### src/rtl/muldiv_pkg.sv
// Shared types and constants for the iterative RV32M multiply/divide unit.
package muldiv_pkg;

    localparam int XLEN_DEF = 32;
    localparam logic [XLEN_DEF-1:0] DIV_BY_ZERO_Q = '1;

    typedef enum logic [2:0] {
        OP_MUL    = 3'b000,
        OP_MULH   = 3'b001,
        OP_MULHSU = 3'b010,
        OP_MULHU  = 3'b011,
        OP_DIV    = 3'b100,
        OP_DIVU   = 3'b101,
        OP_REM    = 3'b110,
        OP_REMU   = 3'b111
    } op_e;

    typedef enum logic [1:0] {
        IDLE = 2'd0,
        MUL  = 2'd1,
        DIV  = 2'd2,
        FIN  = 2'd3
    } state_e;

endpackage

### src/rtl/muldiv_sign_adj.sv
// Conditional two's-complement negate; doubles as absolute value when neg is the sign bit.
module muldiv_sign_adj #(
    parameter int W = 32
) (
    input  logic [W-1:0] value,
    input  logic         neg,
    output logic [W-1:0] out
);

    assign out = neg ? -value : value;

endmodule

### src/rtl/muldiv_unit.sv
// Iterative RV32M multiply/divide unit: shift-add multiply and restoring divide on magnitudes.
// Optional MULDIV_EARLY_OUT_EN: multiplies with a zero operand finish in one cycle.
module muldiv_unit
    import muldiv_pkg::*;
#(
    parameter int XLEN = XLEN_DEF
) (
    input  logic            clk,
    input  logic            rst,
    input  logic            start,
    input  logic [2:0]      funct3,
    input  logic [XLEN-1:0] ru1,
    input  logic [XLEN-1:0] ru2,
    input  logic [4:0]      rd_i,
    output logic            busy,
    output logic            done,
    output logic [XLEN-1:0] result,
    output logic [4:0]      rd_o,
    output logic            ruwr_o
);

    localparam int DXLEN = 2 * XLEN;
    localparam int CNT_W = $clog2(XLEN) + 1;
    localparam logic [CNT_W-1:0] LAST = CNT_W'(XLEN);
    localparam logic [XLEN-1:0] DIV0_Q = XLEN'($signed(DIV_BY_ZERO_Q));
    localparam logic [XLEN-1:0] MIN_NEG = {1'b1, {(XLEN-1){1'b0}}};

    state_e           state;
    op_e              op_q;
    logic [DXLEN-1:0] acc;
    logic [XLEN-1:0]  b_q;
    logic [CNT_W-1:0] cnt;
    logic             neg_q, rneg_q, special_q;
    logic [XLEN-1:0]  special_res_q;

    op_e             op_in;
    logic            signed_a, signed_b, a_neg, b_neg, is_div, want_rem;
    logic            div_zero, div_ovf, mul_zero, special_in;
    logic [XLEN-1:0] a_mag, b_mag, special_val;

    assign op_in    = op_e'(funct3);
    assign is_div   = funct3[2];
    assign want_rem = funct3[1];
    assign signed_a = (op_in == OP_MUL) || (op_in == OP_MULH) || (op_in == OP_MULHSU) ||
                      (op_in == OP_DIV) || (op_in == OP_REM);
    assign signed_b = (op_in == OP_MUL) || (op_in == OP_MULH) ||
                      (op_in == OP_DIV) || (op_in == OP_REM);
    assign a_neg    = signed_a && ru1[XLEN-1];
    assign b_neg    = signed_b && ru2[XLEN-1];

    muldiv_sign_adj #(.W(XLEN)) u_abs_a (.value(ru1), .neg(a_neg), .out(a_mag));
    muldiv_sign_adj #(.W(XLEN)) u_abs_b (.value(ru2), .neg(b_neg), .out(b_mag));

    assign div_zero = is_div && (ru2 == '0);
    assign div_ovf  = is_div && signed_a && (ru1 == MIN_NEG) && (ru2 == '1);
`ifdef MULDIV_EARLY_OUT_EN
    assign mul_zero = !is_div && ((ru1 == '0) || (ru2 == '0));
`else
    assign mul_zero = 1'b0;
`endif
    assign special_in = div_zero || div_ovf || mul_zero;

    always_comb begin
        special_val = '0;
        if (div_zero)
            special_val = want_rem ? ru1 : DIV0_Q;
        else if (div_ovf)
            special_val = want_rem ? '0 : MIN_NEG;
    end

    // One iteration step of each algorithm; acc = {upper half, lower half}
    logic [XLEN:0]    mul_sum;
    logic [DXLEN-1:0] mul_next, div_next;
    logic [XLEN+1:0]  div_diff;
    logic [XLEN-1:0]  rem_new;

    always_comb begin
        mul_sum  = {1'b0, acc[DXLEN-1:XLEN]} + (acc[0] ? {1'b0, b_q} : {(XLEN+1){1'b0}});
        mul_next = {mul_sum, acc[XLEN-1:1]};
        div_diff = {1'b0, acc[DXLEN-1:XLEN], acc[XLEN-1]} - {2'b00, b_q};
        rem_new  = div_diff[XLEN+1] ? {acc[DXLEN-2:XLEN], acc[XLEN-1]} : div_diff[XLEN-1:0];
        div_next = {rem_new, acc[XLEN-2:0], ~div_diff[XLEN+1]};
    end

    logic [DXLEN-1:0] prod_fix;
    logic [XLEN-1:0]  quot_fix, rem_fix, final_res;

    muldiv_sign_adj #(.W(DXLEN)) u_fix_prod (.value(acc),             .neg(neg_q),  .out(prod_fix));
    muldiv_sign_adj #(.W(XLEN))  u_fix_quot (.value(acc[XLEN-1:0]),   .neg(neg_q),  .out(quot_fix));
    muldiv_sign_adj #(.W(XLEN))  u_fix_rem  (.value(acc[DXLEN-1:XLEN]), .neg(rneg_q), .out(rem_fix));

    always_comb begin
        final_res = '0;
        if (special_q)
            final_res = special_res_q;
        else if (state == DIV)
            final_res = ((op_q == OP_REM) || (op_q == OP_REMU)) ? rem_fix : quot_fix;
        else
            final_res = (op_q == OP_MUL) ? prod_fix[XLEN-1:0] : prod_fix[DXLEN-1:XLEN];
    end

    // Special cases preload cnt=LAST so they finish on the very next edge
    always_ff @(posedge clk or negedge rst) begin
        if (!rst) begin
            state         <= IDLE;
            op_q          <= OP_MUL;
            acc           <= '0;
            b_q           <= '0;
            cnt           <= '0;
            neg_q         <= 1'b0;
            rneg_q        <= 1'b0;
            special_q     <= 1'b0;
            special_res_q <= '0;
            busy          <= 1'b0;
            done          <= 1'b0;
            result        <= '0;
            rd_o          <= '0;
            ruwr_o        <= 1'b0;
        end else begin
            done   <= 1'b0;
            ruwr_o <= 1'b0;
            case (state)
                IDLE: begin
                    if (start) begin
                        busy          <= 1'b1;
                        op_q          <= op_in;
                        rd_o          <= rd_i;
                        b_q           <= b_mag;
                        acc           <= {{XLEN{1'b0}}, a_mag};
                        neg_q         <= a_neg ^ b_neg;
                        rneg_q        <= a_neg;
                        special_q     <= special_in;
                        special_res_q <= special_val;
                        cnt           <= special_in ? LAST : '0;
                        state         <= is_div ? DIV : MUL;
                    end
                end
                MUL, DIV: begin
                    if (cnt == LAST) begin
                        result <= final_res;
                        done   <= 1'b1;
                        ruwr_o <= (rd_o != 5'd0);
                        busy   <= 1'b0;
                        state  <= FIN;
                    end else begin
                        acc <= (state == MUL) ? mul_next : div_next;
                        cnt <= cnt + CNT_W'(1);
                    end
                end
                FIN:     state <= IDLE;
                default: state <= IDLE;
            endcase
        end
    end

endmodule

### config.mk
export PLATFORM = sky130hd
export DESIGN_NAME = muldiv_unit
export DESIGN_NICKNAME = d
export VERILOG_FILES = /design/src/rtl/muldiv_pkg.sv /design/src/rtl/muldiv_sign_adj.sv /design/src/rtl/muldiv_unit.sv
export SDC_FILE = /design/constraint.sdc
export NUM_CORES = 1
export LEC_CHECK = 0
export CAP_MARGIN = 20
export CORE_ASPECT_RATIO = 1.5
export CORE_MARGIN = 5
export CORE_UTILIZATION = 57
export CTS_BUF_LIST = sky130_fd_sc_hd__clkbuf_4 sky130_fd_sc_hd__clkbuf_8
export CTS_CLUSTER_SIZE = 12
export DETAILED_ROUTE_END_ITERATION = 6
export GPL_TIMING_DRIVEN = 0
export HOLD_SLACK_MARGIN = 0.02
export PLACE_DENSITY = 0.8
export SLEW_MARGIN = 10
export SYNTH_ARGS = -nofsm -noshare
export SYNTH_HDL_FRONTEND = slang
export SYNTH_HIERARCHICAL = 1
export SYNTH_SLANG_ARGS = --single-unit
### constraint.sdc
create_clock -name clk -period 3.4 [get_ports clk]
set_input_delay 0.68 -clock clk [delete_from_list [all_inputs] [get_ports clk]]
set_output_delay 0.68 -clock clk [all_outputs]
set_load 0.005 [all_outputs]
# After elaboration in Yosys (flattened, before gate mapping)
# Index checks and enable logic that the tools add are counted.
# word_totals
input_bits,75
word_cells,99
ff_bits,182
output_inout_bits,40
# op_classes
n_reduce_logical,26
n_mux,34
n_eq_ne,15
bitwise_logic,2
addsub,8
# op_table
cell,count
$mux W32,14
$mux W64,4
$neg A32 Y32,4
$pmux W64 S2,1
$eq A32 B32 Y1 const B,2
$neg A64 Y64,1
$sub A33 B32 Y34,1
$add A32 B32 Y33,1
$logic_not A32 Y1,1
$mux W6,3
$eq A3 B3 Y1 const B,4
$pmux W6 S2,1
$logic_or A1 B1 Y1,8
$add A6 B1 Y6 const B,1
$eq A6 B6 Y1 const B,1
$logic_and A1 B1 Y1,6
$logic_not A3 Y1,2
$mux W1,6
$mux W2,3
$ne A2 B2 Y1 const B,3
$pmux W2 S3,1
$reduce_and A2 Y1,3
$reduce_and A3 Y1,2
$reduce_bool A5 Y1,1
other kinds (10),11

# Logic depth before layout (Yosys ltp)
# depth
ltp_word,12
mapped_depth,14
depth_no_buf,13

# Cells and area by module
# The synthesis kept the hierarchy.
# modules_own_cells
module,n_inst,area_each_um2,seq_area_each_um2,cells_each
muldiv_unit,1,13272.7,4554.4,1580
muldiv_sign_adj (u_abs_a ...),4,767.0,0.0,108
muldiv_sign_adj (u_fix_prod),1,1453.9,0.0,198

# Worst setup path after synthesis
# OpenSTA, ideal clock, no wires.
# synth_timing
path_kind,register to register
from,register acc[0]
to,register acc[51]
setup_slack_ps,132
stages_incl_launch_ff,15
synth_period_minus_slack_ps,3268
setup_ps,126
path_buffers,1
t_arrival_ps,3142
required_time_ps,3274
path_cell_list,dfrtp_1 clkbuf_1 and2_1 ha_1 inv_1 fa_1 nand2b_1 a2111oi_4 o311ai_2 a21oi_1 o221ai_1 o21ai_1 xnor2_1 nor2_1 a221o_1
# synth_via
elab_chain_cells,5
# synth_lines
item,line_no,text
"start, declared",muldiv_unit.sv:30,logic [DXLEN-1:0] acc;
"start signal, assigned",muldiv_unit.sv:129,"acc <= {{XLEN{1'b0}}, a_mag};"
"start signal, assigned",muldiv_unit.sv:146,acc <= (state == MUL) ? mul_next : div_next;
$mux W32,muldiv_unit.sv:78,"mul_sum = {1'b0, acc[DXLEN-1:XLEN]} + (acc[0] ? {1'b0, b_q} : {(XLEN+1){1'b0}});"
$add A32 B32 Y33,muldiv_unit.sv:78,
$mux W64,muldiv_unit.sv:146,
$mux W64,muldiv_unit.sv:139,if (cnt == LAST) begin
$pmux W64 S2,muldiv_unit.sv:122,case (state)
# Every way passes these cells. The select of a mux whose other input is x is not followed.
# A chain may end at the register's enable or synchronous reset.

# Worst setup path in the final report
# layout_timing
from,register acc[44]
to,register result[31]
# layout_via
elab_chain_cells,5
elab_cells_between_ends,8
classes_between,2 x add/sub; 6 x mux
# layout_lines
item,line_no,text
$neg A64 Y64,muldiv_sign_adj.sv:10,assign out = neg ? -value : value;
$mux W64,muldiv_sign_adj.sv:10,
named net prod_fix[63],muldiv_unit.sv:85,logic [DXLEN-1:0] prod_fix;
$mux W32,muldiv_unit.sv:99,final_res = (op_q == OP_MUL) ? prod_fix[XLEN-1:0] : prod_fix[DXLEN-1:XLEN];
$mux W32,muldiv_unit.sv:96,else if (state == DIV)
$mux W32,muldiv_unit.sv:94,if (special_q)
"end signal, assigned",muldiv_unit.sv:140,result <= final_res;
"end, declared",muldiv_unit.sv:17,"output logic [XLEN-1:0] result,"
# The timed path passes the listed nets, and every way through them passes these cells.

==> key figures <==
Layout
  – Final core occ: 0.712
  – Share of post-route cells with drive strength above 1: 0.198
  – Final-stage net count: around 2,600
  – Post-route cell area: 22,000 sq um
  – Fill cells: 2,465
  – Syn-to-layout area delta: 23.8%
  – Diodes inserted: 0

STA
  – Setup violation total in the final timing report: 17
  – Fin crit period: roughly 3600 ps
  – Final Skew: around 15 ps
  – Final Slew Violations: 0
  – Final hold violations: 0
  – PnR worst setup slack: -162 ps
  – Post-route clock period utilization: 1.05
  – Least-Margin Pin Slew: 1250 ps
  – Max transition margin: 0.169
  – Max Freq: 281 MHz
  – RSZ-0062 raised after global routing: true

Die
  – Die footprint: 34,900 sq um
  – Core Area: 30,900 sq um
  – Floorplan row count: 79
  – Ports: 115
  – Initial Util: 0.575
  – Die H: between 200 and 250 um
  – Chip width: approximately 150 um

Clocking
  – Longest Clk Path Bufs: 2
  – CTS tree: built
  – Sink Count: 182
  – CTS Hold Bufs: 0
  – H-tree Lvls: 4
  – Clk slew on worst S/H paths: approximately 110 ps
  – Worst-Skew Late Latency: 540 ps
  – TritonCTS Buffers: 17
  – CTS Root Cell: clkbuf_8

Detailed routing
  – Pre-Repair DR Iteration Count: 7
  – Routed vias: 19,800
  – DRC: 3
  – Post-Route WL: 77,300 um
  – DR iter-0 viols: 2,164
  – Routed wire length per instance: 27.1 um
  – Vias/cell: 6.93
  – Post-DRT Antenna Nets: 0

Power
  – Pwr Density: about 1100 nW/um^2
  – Peak VDD IR: 0.000813 V
  – Reported leakage power: about 8.4 nW
  – Power consumption: 25.0 mW

Synthesis
  – Xor/xnor share of the synthesized area: 0.114
  – Ys flop type: dfrtp_1
  – Syn_nets: 2,361
  – FF+latch count, synth: 182
  – Mapped Area: between 15,000 and 20,000 sq um
  – Avg Inst Size Synth: approximately 8.1 sq um
  – Adder-cell share of the synthesized area: 0.0543
  – Post-synth EDFFs: 0
  – Synth Area in Simple Gates: 0.204
  – Syn Inst Count: 2,210
  – Post-synthesis sequential area ratio: 0.256
  – Mux contribution to synthesized area: 0.0458
  – Ys Warns: 6
  – Library cells used by synthesis: 87
  – Synth async-reset ratio: 1.00
  – Post-synthesis compound-gate area fraction: 0.272
  – Largest family of logic cells by synthesized area: compound AO/OA/AOI/OAI gates

Worst setup path
  – Data required, critical path: 3860 ps
  – Crit Path Max Fanout: 4
  – Arrival time at the worst endpoint: ~4000 ps
  – Worst R2R Path Depth: 11
  – CP endpoint kind: register
  – FF-to-FF setup slack: -160 ps
  – Crit Path Class: register to register
  – Critical Path Source Type: register

Global route
  – Largest net degree at the start of global routing: around 110
  – Vias in the first global route: 19,300
  – First-pass GRT wire length: 113,000 um
  – GRT Resource Usage Total: 0.418
  – Grt ovf: 0
  – Initial antenna violation count: 0

Placed design
  – Area after DPL: 19,500 sq um
  – Dpl hpwl: 56,200 um
  – Placement Setup Slack: -1090 ps
  – RD Place Congestion: 1.07
  – Buffers on Ports: 113

Outcome
  – Failing checks: DRC, setup timing
  – Outcome: finished with violations

Min path
  – HP Class: primary input to async pin

Job
  – Max_cap viols: 0
[layout by cell type, fill, tap and decap left out, types with 20 or more instances in the layout]
master           count
mux2_2              44
nand4_1             33
buf_4               93
clkbuf_1            91
a211oi_1            26
nor3_1              28
or3_1               21
dfrtp_1            139
o21ai_0            179
dfrtp_2             42
xor2_1              20
o41ai_1             41
nor2b_1             29
o21ai_1             36
nand3_1             29
buf_6               21
xnor2_1            209
inv_1               86
ha_1                56
nor2_1              76
a21oi_1            108
a21o_1              23
o31ai_1             46
nand2b_1            22
mux2i_1             32
nand2_1            275
clkdlybuf4s50_1    112
and2_1              32
a22oi_1             37
nor4_1              31
[path summary, 6_finish.rpt]
check | start | to
worst max-delay path | acc[44] | result[31]
worst min register to register | result[25] | result[25]
max in group asynchronous | rst | acc[55]
min in group clk | result[25] | result[25]
worst max register to register | acc[44] | result[31]
worst min-delay path | rst | special_res_q[16]
[synth_stat cells, types with 8 or more instances]
master | n | area share
o21ai_1 | 17 | 0.0048
inv_1 | 87 | 0.018
nor2b_1 | 44 | 0.015
a211oi_1 | 43 | 0.018
nor4_1 | 36 | 0.013
a311oi_1 | 33 | 0.016
o21ai_0 | 202 | 0.057
buf_2 | 19 | 0.0053
nand2b_1 | 23 | 0.0081
ha_1 | 74 | 0.052
nand3b_1 | 8 | 0.0034
nand2_1 | 279 | 0.059
nor2_1 | 81 | 0.017
buf_4 | 10 | 0.0042
nand4_1 | 33 | 0.012
mux2_2 | 44 | 0.028
nor3_1 | 31 | 0.0087
and2_1 | 35 | 0.012
a21oi_1 | 121 | 0.034
or3_1 | 24 | 0.0084
o41ai_1 | 51 | 0.025
o211ai_1 | 13 | 0.0055
or4_1 | 25 | 0.011
xor2_1 | 21 | 0.010
a22oi_1 | 37 | 0.016
a31oi_1 | 9 | 0.0032
or2_2 | 10 | 0.0035
dfrtp_1 | 182 | 0.26
a21o_1 | 23 | 0.0097
clkbuf_1 | 105 | 0.022
a22o_1 | 14 | 0.0069
mux2i_1 | 32 | 0.018
o31ai_1 | 58 | 0.024
nand3_1 | 32 | 0.0090
xnor2_1 | 210 | 0.10
or4_4 | 11 | 0.0070
o41ai_2 | 12 | 0.011
o21bai_1 | 10 | 0.0042
[power breakdown]
group	leakage, nW	switching (mW)	internal, mW	total, mW
combinational	5.94	11.1	7.59	18.7
sequential	2.27	1.70	3.03	4.73
clock	0.208	0.977	0.631	1.61
total	8.42	13.8	11.2	25.0
[critical path, cell delays in order (launching register included)]
cell and delay [ps]:
dfrtp_2 480, or4_1 480, or4_4 550, or4_4 520
buf_12 160, o41ai_4 210, xnor2_1 170, nor2b_2 180
a211oi_2 70, a311oi_4 410, a21oi_2 80, o21ai_1 180
[cells by family (layout without fill, tap and decap cells)]
logic type                 count (synthesis)  in the layout
buffers and inverters                    229            466
AOI/OAI and AO/OA                        708            708
muxes                                     76             76
DFF                                      182            182
adders and majority gates                 76             76
and+or+nand+nor                          708            708
xor gates and xnor gates                 231            231
[through the flow]
step,TNS [ps],std cells,hold WS [ps]
final,-1090,2852,75.7
after global routing,-4160,2852,118
after CTS,-191,2806,105
after detailed placement,-40900,2732,469
after global placement,-1079620,2728,461
after floorplan,0,2210,384
[timing repair]
item	4_1_cts	5_1_grt
resized for setup	127	191
endpoints found under the setup margin	57	89
cloned	0	1
buffers inserted	46	50
pin swaps	29	71
[flip-flops by register name, summed over array words and instances, names as in the netlist, 2 cells and up]
register	flops
rd_o	5
special_res_q	32
op_q	3
b_q	32
result	32
state	2
acc	64
cnt	6
[layout make-up]
cell class                 count  area, sq um  share of cell area
clock buffer                  19          249              0.0113
clock inverter                13          156             0.00710
multi-input combinational   1799        13500               0.613
sequential                   182         4610               0.209
tap                          405          507              0.0230
timing repair buffer         214         1990              0.0902
buffer                       133          678              0.0308
inverter                      87          327              0.0148
[metal layers]
| metal | vias up | wire length [um] | track usage |
|---|---|---|---|
| met5 | - | 0 | 0 |
| met4 | 0 | 8840 | 0.367 |
| li1 | 8633 | - | - |
| met2 | 1306 | 36400 | 0.712 |
| met3 | 489 | 6480 | 0.0855 |
| met1 | 9335 | 25600 | 0.435 |
Power figures use the tool's default switching activity.
